**config.mk**
```make
export PLATFORM = sky130hd
export DESIGN_NAME = fifo_flow
export DESIGN_NICKNAME = d
export VERILOG_FILES = /design/src/rtl/fifo_pkg.sv /design/src/rtl/fifo_ptr.sv /design/src/rtl/fifo_flow.sv
export SDC_FILE = /design/constraint.sdc
export NUM_CORES = 1
export LEC_CHECK = 0
export ABC_AREA = 0
export ABC_CLOCK_PERIOD_IN_PS = 3500
export CORE_MARGIN = 10
export CORE_UTILIZATION = 35
export CTS_CLUSTER_SIZE = 14
export DETAILED_ROUTE_END_ITERATION = 8
export PLACE_DENSITY = 0.57
export SYNTH_ARGS = -nofsm -noshare
export SYNTH_HDL_FRONTEND = slang
export SYNTH_SLANG_ARGS = --single-unit
export TNS_END_PERCENT = 10
```
**constraint.sdc**
```tcl
create_clock -name clk -period 3.5 [get_ports clk]
set_input_delay 0.7 -clock clk [delete_from_list [all_inputs] [get_ports clk]]
set_output_delay 0.7 -clock clk [all_outputs]
set_load 0.1 [all_outputs]
```
**src/rtl/fifo_pkg.sv**
```systemverilog
// fifo_pkg: shared width helpers for the fifo_flow family.
//   ptr_w(depth) : bits needed for a pointer index 0..depth-1
//   cnt_w(depth) : bits needed for an occupancy count 0..depth
package fifo_pkg;

    function automatic int ptr_w(input int depth);
        return (depth <= 2) ? 1 : $clog2(depth);
    endfunction

    function automatic int cnt_w(input int depth);
        return $clog2(depth + 1);
    endfunction

endpackage

```
**src/rtl/fifo_ptr.sv**
```systemverilog
// fifo_ptr: {phase, idx} pointer for a FIFO of arbitrary DEPTH.
//   clk      in   clock, rising edge
//   reset    in   asynchronous reset, active-low
//   clr_i    in   synchronous return to zero (wins over inc_i)
//   inc_i    in   advance the pointer by one entry
//   idx_o    out  entry index 0..DEPTH-1
//   phase_o  out  toggles each time idx_o wraps DEPTH-1 -> 0
module fifo_ptr
    import fifo_pkg::*;
#(
    parameter int DEPTH = 8
) (
    input  logic                    clk,
    input  logic                    reset,
    input  logic                    clr_i,
    input  logic                    inc_i,
    output logic [ptr_w(DEPTH)-1:0] idx_o,
    output logic                    phase_o
);

    localparam int PW = ptr_w(DEPTH);
    localparam logic [PW-1:0] LAST_IDX = PW'(DEPTH - 1);

    logic [PW-1:0] idx_q, idx_d;
    logic          phase_q, phase_d;

    always_comb begin
        idx_d   = idx_q;
        phase_d = phase_q;
        if (clr_i) begin
            idx_d   = '0;
            phase_d = 1'b0;
        end else if (inc_i) begin
            // Explicit wrap so non-power-of-2 depths never index past the array.
            if (idx_q == LAST_IDX) begin
                idx_d   = '0;
                phase_d = ~phase_q;
            end else begin
                idx_d = idx_q + PW'(1);
            end
        end
    end

    always_ff @(posedge clk or negedge reset) begin
        if (!reset) begin
            idx_q   <= '0;
            phase_q <= 1'b0;
        end else begin
            idx_q   <= idx_d;
            phase_q <= phase_d;
        end
    end

    assign idx_o   = idx_q;
    assign phase_o = phase_q;

endmodule

```
**src/rtl/fifo_flow.sv**
```systemverilog
// fifo_flow: single-clock valid/ready FIFO with any DEPTH, optional output
// register, occupancy count, almost flags, sticky overflow and flush.
//   clk             in   clock, rising edge
//   reset           in   asynchronous reset, active-low
//   clr_i           in   synchronous flush (pointers, count, out_vld_o, ovf_o)
//   in_vld_i        in   write request
//   in_data_i       in   write data
//   in_rdy_o        out  space available (~full_o)
//   out_vld_o       out  head entry valid on out_data_o
//   out_data_o      out  head data
//   out_rdy_i       in   consumer accepts head
//   count_o         out  entries held, including the output register
//   full_o          out  count_o == DEPTH
//   empty_o         out  count_o == 0
//   almost_full_o   out  count_o >= AF_LVL
//   almost_empty_o  out  count_o <= AE_LVL
//   ovf_o           out  sticky: write attempted while full
module fifo_flow
    import fifo_pkg::*;
#(
    parameter int WIDTH   = 8,
    parameter int DEPTH   = 8,
    parameter int OUT_REG = 0,
    parameter int AF_LVL  = DEPTH - 1,
    parameter int AE_LVL  = 1
) (
    input  logic                    clk,
    input  logic                    reset,
    input  logic                    clr_i,
    input  logic                    in_vld_i,
    input  logic [WIDTH-1:0]        in_data_i,
    output logic                    in_rdy_o,
    output logic                    out_vld_o,
    output logic [WIDTH-1:0]        out_data_o,
    input  logic                    out_rdy_i,
    output logic [cnt_w(DEPTH)-1:0] count_o,
    output logic                    full_o,
    output logic                    empty_o,
    output logic                    almost_full_o,
    output logic                    almost_empty_o,
    output logic                    ovf_o
);

    localparam int PW = ptr_w(DEPTH);
    localparam int CW = cnt_w(DEPTH);
    localparam logic [CW-1:0] DEPTH_C = CW'(DEPTH);
    localparam logic [CW-1:0] AF_C    = CW'(AF_LVL);
    localparam logic [CW-1:0] AE_C    = CW'(AE_LVL);

    logic [WIDTH-1:0] mem_q [DEPTH];

    logic [PW-1:0] wr_idx, rd_idx;
    logic          wr_phase, rd_phase;
    logic          mem_empty;
    logic          wr_en, pop, rd_inc;
    logic [CW-1:0] count_q, count_d;
    logic          ovf_q, ovf_d;

    // Flags decode the count register only, so in_rdy_o never sees out_rdy_i.
    assign full_o         = (count_q == DEPTH_C);
    assign empty_o        = (count_q == '0);
    assign almost_full_o  = (count_q >= AF_C);
    assign almost_empty_o = (count_q <= AE_C);
    assign in_rdy_o       = ~full_o;
    assign count_o        = count_q;
    assign ovf_o          = ovf_q;

    assign mem_empty = (wr_idx == rd_idx) && (wr_phase == rd_phase);

    assign wr_en = in_vld_i & in_rdy_o & ~clr_i;
    assign pop   = out_vld_o & out_rdy_i & ~clr_i;

    fifo_ptr #(.DEPTH(DEPTH)) u_wr_ptr (
        .clk     (clk),
        .reset   (reset),
        .clr_i   (clr_i),
        .inc_i   (wr_en),
        .idx_o   (wr_idx),
        .phase_o (wr_phase)
    );

    fifo_ptr #(.DEPTH(DEPTH)) u_rd_ptr (
        .clk     (clk),
        .reset   (reset),
        .clr_i   (clr_i),
        .inc_i   (rd_inc),
        .idx_o   (rd_idx),
        .phase_o (rd_phase)
    );

    // Storage is deliberately not reset.
    always_ff @(posedge clk) begin
        if (wr_en) begin
            mem_q[wr_idx] <= in_data_i;
        end
    end

    generate
        if (OUT_REG == 0) begin : g_comb_out
            // With no output register every entry lives in memory, so this
            // is the same as ~empty_o.
            assign out_vld_o  = ~mem_empty;
            assign out_data_o = mem_q[rd_idx];
            assign rd_inc     = pop;
        end else begin : g_reg_out
            logic             out_vld_q, out_vld_d;
            logic [WIDTH-1:0] out_data_q;
            logic             load;

            // Refill the register when it is empty or being drained this cycle.
            assign load = ~clr_i & ~mem_empty & (~out_vld_q | pop);

            always_comb begin
                out_vld_d = out_vld_q;
                if (clr_i) begin
                    out_vld_d = 1'b0;
                end else if (load) begin
                    out_vld_d = 1'b1;
                end else if (pop) begin
                    out_vld_d = 1'b0;
                end
            end

            always_ff @(posedge clk or negedge reset) begin
                if (!reset) begin
                    out_vld_q  <= 1'b0;
                    out_data_q <= '0;
                end else begin
                    out_vld_q <= out_vld_d;
                    if (load) begin
                        out_data_q <= mem_q[rd_idx];
                    end
                end
            end

            assign out_vld_o  = out_vld_q;
            assign out_data_o = out_data_q;
            assign rd_inc     = load;
        end
    endgenerate

    always_comb begin
        count_d = count_q;
        ovf_d   = ovf_q;
        if (clr_i) begin
            count_d = '0;
            ovf_d   = 1'b0;
        end else begin
            if (in_vld_i && full_o) begin
                ovf_d = 1'b1;
            end
            if (wr_en && !pop) begin
                count_d = count_q + CW'(1);
            end else if (pop && !wr_en) begin
                count_d = count_q - CW'(1);
            end
        end
    end

    always_ff @(posedge clk or negedge reset) begin
        if (!reset) begin
            count_q <= '0;
            ovf_q   <= 1'b0;
        end else begin
            count_q <= count_d;
            ovf_q   <= ovf_d;
        end
    end

endmodule

```
Word-level counts from Yosys, hierarchy flattened

Memory sizes are Yosys's and may differ from the RTL's.
Index checks and enable logic that the tools add are counted.

Bits in registers: 13
Output and inout bits: 19
Memory bits (writable): 64
Memories kept: 1

Memory list:

| name  | words | bits a word | rd ports | clocked after memory_dff | write ports | RTL line        | text |
|---|---|---|---|---|---|---|---|
| mem_q | 8     | 8           | 1        | 0                        | 1           | fifo_flow.sv:50 | `logic [WIDTH-1:0] mem_q [DEPTH];` |

Bitwise operators: 9
Magnitude comparators: 2
Eq/ne operators: 5
Mux-type cells: 19
Reduce and logical (&&, ||, !) cells: 15
$add $sub $neg: 4

Operator list:

| cell                                                                                 | count |
|---|---|
| 3-bit two-way mux                                                                    | 6 |
| 4-bit two-way mux                                                                    | 3 |
| 1-bit two-way mux                                                                    | 10 |
| 2-bit nonzero test                                                                   | 5 |
| 3-bit by 1-bit adder with 3-bit output (second input constant)                       | 2 |
| 3-bit equality test (second input constant)                                          | 2 |
| 1-bit inverter                                                                       | 5 |
| 4-bit by 1-bit adder with 4-bit output (second input constant)                       | 1 |
| 1-bit bitwise AND                                                                    | 4 |
| 4-bit equality test (second input constant)                                          | 1 |
| 4-bit by 3-bit greater-or-equal comparator with 1-bit output (second input constant) | 1 |
| 4-bit by 1-bit less-or-equal comparator with 1-bit output (second input constant)    | 1 |
| 1-bit logical AND                                                                    | 4 |
| 4-bit logical NOT                                                                    | 1 |
| 2-bit AND reduction                                                                  | 2 |
| 4-bit by 1-bit subtractor with 4-bit output (second input constant)                  | 1 |
| 3-bit equality test                                                                  | 1 |
| 3-bit nonzero test                                                                   | 1 |
| 1-bit logical NOT                                                                    | 2 |
| 1-bit equality test                                                                  | 1 |

Longest topological paths before layout

Gate-level depths: netlist (run 1).

Depth in word-level cells: 9
Depth in mapped cells: 8
Depth with buffers taken out: 8

Modules after synthesis

From an unflattened synthesis (run 1), not the netlist that was laid out.

Cell total of the unflattened synthesis: 196
Area, all modules: 3470.8 sq um

Modules (own cells, without submodules):

| module    | cells each | area each (sq um) | times used |
|---|---|---|---|
| fifo_flow | 164        | 3072.9            | 1 |
| fifo_ptr  | 16         | 198.9             | 2 |

Least setup slack after synthesis (run 1)

No wires, ideal clock.

Kind: register to output
Start: register count_q[1], in the netlist count_o[1]
End: output port empty_o
Cell stages (with the launch flop): 4
Slack: -0.646 ns
Arrival: 3.446 ns
Cell sequence: dfrtp_1 -> inv_1 -> ha_1 -> nor3b_1

Word-level cells in the longest chain between the ends: 1

RTL lines:

| element                | RTL line         | text |
|---|---|---|
| from (decl)            | fifo_flow.sv:56  | `logic [CW-1:0] count_q, count_d;` |
| from (signal assigned) | fifo_flow.sv:165 | `count_q <= count_d;` |
| 4-bit logical NOT      | fifo_flow.sv:61  | `assign empty_o = (count_q == '0);` |
| to (decl)              | fifo_flow.sv:38  | `output logic empty_o,` |

Every way passes these cells.

Worst setup path after layout (run 1)

Start: register u_rd_ptr.idx_q[1], in the netlist u_rd_ptr.idx_o[1]
End: output port out_data_o[0]

Word-level cells in the longest chain between the ends: 1

RTL lines:

| element                | RTL line        | text |
|---|---|---|
| from (decl)            | fifo_ptr.sv:24  | `logic [PW-1:0] idx_q, idx_d;` |
| from (signal assigned) | fifo_ptr.sv:49  | `idx_q <= idx_d;` |
| memory read 8 x 8 bit  | --              |  |
| to (decl)              | fifo_flow.sv:34 | `output logic [WIDTH-1:0] out_data_o,` |

Every way passes these cells.

==> results of run 1 <==
## layout make-up
cell class	count	area [um^2]	area share
Inverter	5	22.52	0.005478
Sequential cell	77	2251	0.5475
Tap cell	129	161.4	0.03926
Clock inverter	7	63.81	0.01552
Multi-Input combinational cell	110	1049	0.2550
Timing Repair Buffer	41	440.4	0.1071
Clock buffer	9	123.9	0.03013
## layout by cell type, fill, tap and decap left out, types with 9 or more instances in the layout
master           instances
buf_4                   20
clkbuf_8                 9
clkdlybuf4s50_1         13
dfrtp_1                 10
edfxtp_1                64
mux4_2                  16
nand2_1                 15
nor2_1                  13
## critical path, cell delays in order, from the launching register on
cell     delay [ns]
dfrtp_1        0.77
buf_4          0.29
mux4_2         0.33
mux2_2         0.30
buf_12         0.17
## metrics by stage
step / setup slack, ns / area [um^2] / TNS (ns) / util / hold slack, ns
4_1_cts: 0.6018 / 4111 / 0 / 0.4387 / 0.5144
5_1_grt: 0.4971 / 4111 / 0 / 0.4387 / 0.5719
2_1_floorplan: -0.3412 / 3418 / -5.777 / - / 0.4044
3_5_place_dp: 0.6357 / 3924 / 0 / 0.4187 / 0.4938
6_report: 0.5929 / 4111 / 0 / 0.4387 / 0.5078
3_3_place_gp: 0.7169 / 3924 / 0 / 0.4187 / 0.4855
## registers in the layout, indices dropped and copies added, names as in the netlist
register and flops:
u_wr_ptr.phase_o 1, u_rd_ptr.phase_o 1, ovf_o 1, u_rd_ptr.idx_o 3, count_o 4, u_wr_ptr.idx_o 3, mem_q 64
## power by group
group	internal [uW]	switching, uW
clock	273	366
combinational	498	1090
sequential	1050	77.1
total	1820	1540
## routing by layer
layer | wire [um] | vias to the layer above
li1 | - | 872
met1 | 3213 | 927
met2 | 3410 | 23
met3 | 156 | 8
met4 | 126 | 0
met5 | 0 | -
## cells by family (layout without fill, tap and decap cells)
| family | after synthesis | in the layout | synth area share |
|---|---|---|---|
| muxes | 25 | 25 | 0.1354 |
| AOI/OAI and AO/OA | 20 | 20 | 0.04746 |
| buffers and inverters | 17 | 62 | 0.03569 |
| adders and majority gates | 7 | 7 | 0.02575 |
| DFF | 77 | 77 | 0.6608 |
| xor gates and xnor gates | 10 | 10 | 0.02796 |
| and+or+nand+nor | 48 | 48 | 0.06696 |
## worst paths after layout
| kind | startpoint | to | slack [ns] | depth (start not counted) |
|---|---|---|---|---|
| max reg2reg | count_o[0] | mem_q[5][5] | 0.80 | 7 |
| max | u_rd_ptr.idx_o[1] | out_data_o[0] | 0.59 | 4 |
| min reg2reg | ovf_o | ovf_o | 0.51 | 2 |
| max in group asynchronous | reset | count_o[2] | 2.32 | 1 |
| min in group asynchronous | reset | ovf_o | 0.74 | 1 |
| min | ovf_o | ovf_o | 0.51 | 2 |
==> flow_summary.toml, run 1 <==
[placed_design]
dpl.cell_count = 362
portBuffers = 31
place_congestion = 0.7598
dp_hpwl_um = 4722

[clock_network]
post-cts-setup-buffers = 0
cts_tree = "yes"
clock_latency_ns = 0.35
ctsRootBufferMaster = "clkbuf_8"
cts_max_level = 3
cts_buffer_depth = 2
clkTransAtPathRegs_ns = 0.09
cts_resized = 0
cts.sinks = 77
hold_buffers = 0
numCtsBuffers = 9

[power_and_ir_drop]
power.density_nw_per_um2 = 816.5
vdd_drop_max_v = 0.0006299
power_uw = 3357
leakagePower_uw = 0.001438

[synthesis]
ys_ff_latch = 77
synth_top_area_share = 0.5651
ys_types = 37
avgSynthCellArea_um2 = 16.67
netlist_instances = 204
syn-num-nets = 224
synth-async-reset-ratio = 0.1688
netlist_area_um2 = 3401
synth_common_cells = "edfxtp_1 (64), mux4_2 (16), nand2_1 (15), dfrtp_1 (13), nor2_1 (13)"
synth_edf_count = 64
ys.flop_type = "edfxtp_1"
yosysMostFrequentCell = "edfxtp_1"
yosysSeqAreaShare = 0.6608
synth_area_leaders = "edfxtp_1 (57%), mux4_2 (11%), dfrtp_1 (9.6%)"
ys_warn_count = 0
synth_top_area_cell = "edfxtp_1"

[timing]
timing_hold_violations_final = 0
fin_crit_sh = 0.8306
maxSlewViolCount = 0
fin_worst_skew_ns = 0.008375
worst_slew_pin_slew_ns = 0.9711
max_freq_ghz = 0.3440
rsz0062_at_grt = "no"
fin_crit_ns = 2.907
slew_headroom = 0.3506
setup_viol = 0

[layout]
syn2layout_area_growth_pct = 20.90
layoutNonFillerInstCount = 378
n_antenna_cell = 0
num-fill-cells = 863
nets = 264
drive_above_1_share = 0.3213

[drt]
avgRoutedWirePerCell_um = 18.27
dr.pass1.iters = 4
wirelength_um = 6906
vias_per_cell = 4.841
vias = 1830
drt_iter0_drc = 118
route.detailed.drc = 0
ant_nets = 0

[grt]
grt_max_degree = 17
grt_pass1_vias = 1887
use_met3 = 0.02618
grt.met2_usage = 0.1549
track_usage = 0.1014
gr-usage-met1 = 0.1325
antenna_found_initial = 0
overflow = 0
busiest_layer = "met2"
grt_pass1_wl_um = 11150

[worst_setup_path]
cp-end-kind = "output port"
startpoint_type = "register"
arrival_ns = 2.21
setup.worst_path.class = "reg -> out"
crit_required_ns = 2.80
critPathMaxFanout = 12

[floorplan]
die_area_um2 = 14060
io_pins = 32
die_x_um = 118.6
die_y_um = 118.6
initial_utilization = 0.3629
core_area_um2 = 9371
std_cell_rows = 35

[min_path]
hold_path_class = "reg -> reg"

[job]
max_cap_violations = 0

[outcome]
status = "complete, no violations"
(Power assumes the default switching activity.)
==> inputs of run 2 (changes only) <==
--- a/config.mk
+++ b/config.mk
@@ -6,7 +6,7 @@
 export NUM_CORES = 1
 export LEC_CHECK = 0
 export ABC_AREA = 0
-export ABC_CLOCK_PERIOD_IN_PS = 3500
+export ABC_CLOCK_PERIOD_IN_PS = 2900
 export CORE_MARGIN = 10
 export CORE_UTILIZATION = 35
 export CTS_CLUSTER_SIZE = 14
==> constraint.sdc (replaced) <==
create_clock -name clk -period 2.9 [get_ports clk]
set_input_delay 0.58 -clock clk [delete_from_list [all_inputs] [get_ports clk]]
set_output_delay 0.58 -clock clk [all_outputs]
set_load 0.1 [all_outputs]
==> run 2 against run 1 <==
Routed wire length down 4.3%; sequential share of layout area down 1.1 points; largest power group unchanged; die area unchanged; final cell count up 0.53%; core utilization up 1.1 points; first-iteration DRC count up 5.1%; critical path type unchanged; largest cell class unchanged.
==> flow_summary.toml, run 2 (synthesis results as in run 1) <==
[clock_network]
cts_max_level = 3
clkTransAtPathRegs_ns = 0.09
cts_resized = 0
hold_buffers = 0
clock_latency_ns = 0.35
cts_buffer_depth = 2
numCtsBuffers = 9
ctsRootBufferMaster = "clkbuf_8"
post-cts-setup-buffers = 0
cts.sinks = 77
cts_tree = "yes"

[layout]
n_antenna_cell = 0
mostFrequentLayoutCell = "edfxtp_1"
stdcell_area_um2 = 4213
syn2layout_area_growth_pct = 23.88
layoutNonFillerInstCount = 380
final_core_util = 0.4495
nets = 266
drive_above_1_share = 0.3506
top_regs = "mem_q: 64 flops, count_o: 4 flops"
mostFrequentLayoutCells = "edfxtp_1 (64), buf_4 (21), mux4_2 (16)"
top_register = "mem_q"
largest_reg_flops = 64

[worst_setup_path]
crit_required_ns = 2.32
critPathMaxFanout = 19
setup.worst_path.class = "reg -> out"
cp-end-kind = "output port"
slowest_delay_ns = 0.53
crit_buf_inv = 2
worst_path_max_delay_cell = "mux4_2"
cpMostUsedCell = "buf_12"
arrival_ns = 1.94
cpLargestDelayFamily = "multiplexers"
crit_chain = "buf_12 > mux4_2 > mux2_2 > buf_12"
startpoint_type = "register"

[power_and_ir_drop]
seqPwrFrac = 0.329
power_uw = 4180
p_sw_frac = 0.4399
vdd_drop_max_v = 0.0006186
combPwrFrac = 0.476
p_clk_frac = 0.195
power.density_nw_per_um2 = 992.3
p_int_uw = 2342
p_switching_uw = 1839
leakagePower_uw = 0.001473

[outcome]
status = "complete, no violations"

[timing]
rsz0062_at_grt = "no"
worst_slew_pin_slew_ns = 0.6358
max_freq_ghz = 0.3963
fin_crit_sh = 0.8702
maxSlewViolCount = 0
slew_headroom = 0.5748
setup_viol = 0
setup_ws_ns = 0.3764
timing_hold_violations_final = 0
fin_crit_ns = 2.524
fin_worst_skew_ns = 0.01258

[placed_design]
pre_cts_slack_ns = 0.4664
dpl_cell_area_um2 = 4014
place_congestion = 0.7488
portBuffers = 31
dpl.cell_count = 364
dp_hpwl_um = 4685

[floorplan]
io_pins = 32
die_y_um = 118.6
std_cell_rows = 35
core_area_um2 = 9371
initial_utilization = 0.3629
die_x_um = 118.6
die_area_um2 = 14060

[min_path]
hold_path_class = "reg -> reg"

[grt]
overflow = 0
grt_pass1_wl_um = 10590
grt_max_degree = 20
track_usage = 0.09636
grt_pass1_vias = 1923
antenna_found_initial = 0

[drt]
ant_nets = 0
wirelength_um = 6610
avgRoutedWirePerCell_um = 17.39
route.detailed.drc = 0
vias = 1839
vias_per_cell = 4.839
dr.pass1.iters = 4
drt_iter0_drc = 124

[job]
max_cap_violations = 0
==> run 2: cell types whose count changed in the layout (fill, tap and decap cells not counted), sizes merged <==
cell	delta
inv	-2
clkdlybuf4s50	-1
bufinv	+1
buf	+3
clkbuf	+1
==> run 2: worst reg2reg max path, cell delays in order (launching register included) <==
cell and delay [ns]:
dfrtp_4 0.48, inv_2 0.06, ha_4 0.17, nand3b_4 0.10, clkinvlp_4 0.12, nor3b_4 0.29, nand2_2 0.14, nor3_4 0.45
==> run 2: power groups by stage <==
stage                     Combinational, uW  Sequential (uW)  Clock [uW]
final                                  1990             1380         814
after global routing                   2080             1390         881
after CTS                              2020             1380         836
after detailed placement               2020             1400           0
after global placement                 2010             1400           0
after floorplan                        1370             1530           0
==> run 2: cell type report <==
type / instances / area (um^2)
flip-flops and latches: 77 / 2260
fillers: 849 / 5159
clock inverters: 6 / 71.32
well taps: 129 / 161.4
inverters: 5 / 25.02
clock buffers: 10 / 127.6
multi-input cells: 110 / 1090
repair buffers: 43 / 478.0
==> run 2: final timing paths <==
path | startpoint | to | slack [ns] | depth (start not counted)
setup / recovery | u_rd_ptr.idx_o[0] | out_data_o[4] | 0.38 | 4
hold / removal | ovf_o | ovf_o | 0.52 | 2
setup reg to reg | count_o[0] | mem_q[1][2] | 0.73 | 7
hold reg to reg | ovf_o | ovf_o | 0.52 | 2
max in group asynchronous | reset | count_o[2] | 1.82 | 1
min in group asynchronous | reset | ovf_o | 0.61 | 1
==> run 2: per-layer routing <==
layer / GRT usage / share of wire / up-vias
met4: 0.06031 / 0.024 / 0
met3: 0.01951 / 0.025 / 14
met2: 0.1542 / 0.50 / 28
met1: 0.1165 / 0.46 / 928
met5: 0 / 0 / -
li1: - / - / 869
==> run 2: metrics by stage <==
step / TNS, ns / hold slack, ns
global placement: 0 / 0.5036
detailed placement: 0 / 0.5050
floorplan: -3.149 / 0.2844
finish: 0 / 0.5172
global route: 0 / 0.5733
CTS: 0 / 0.5248
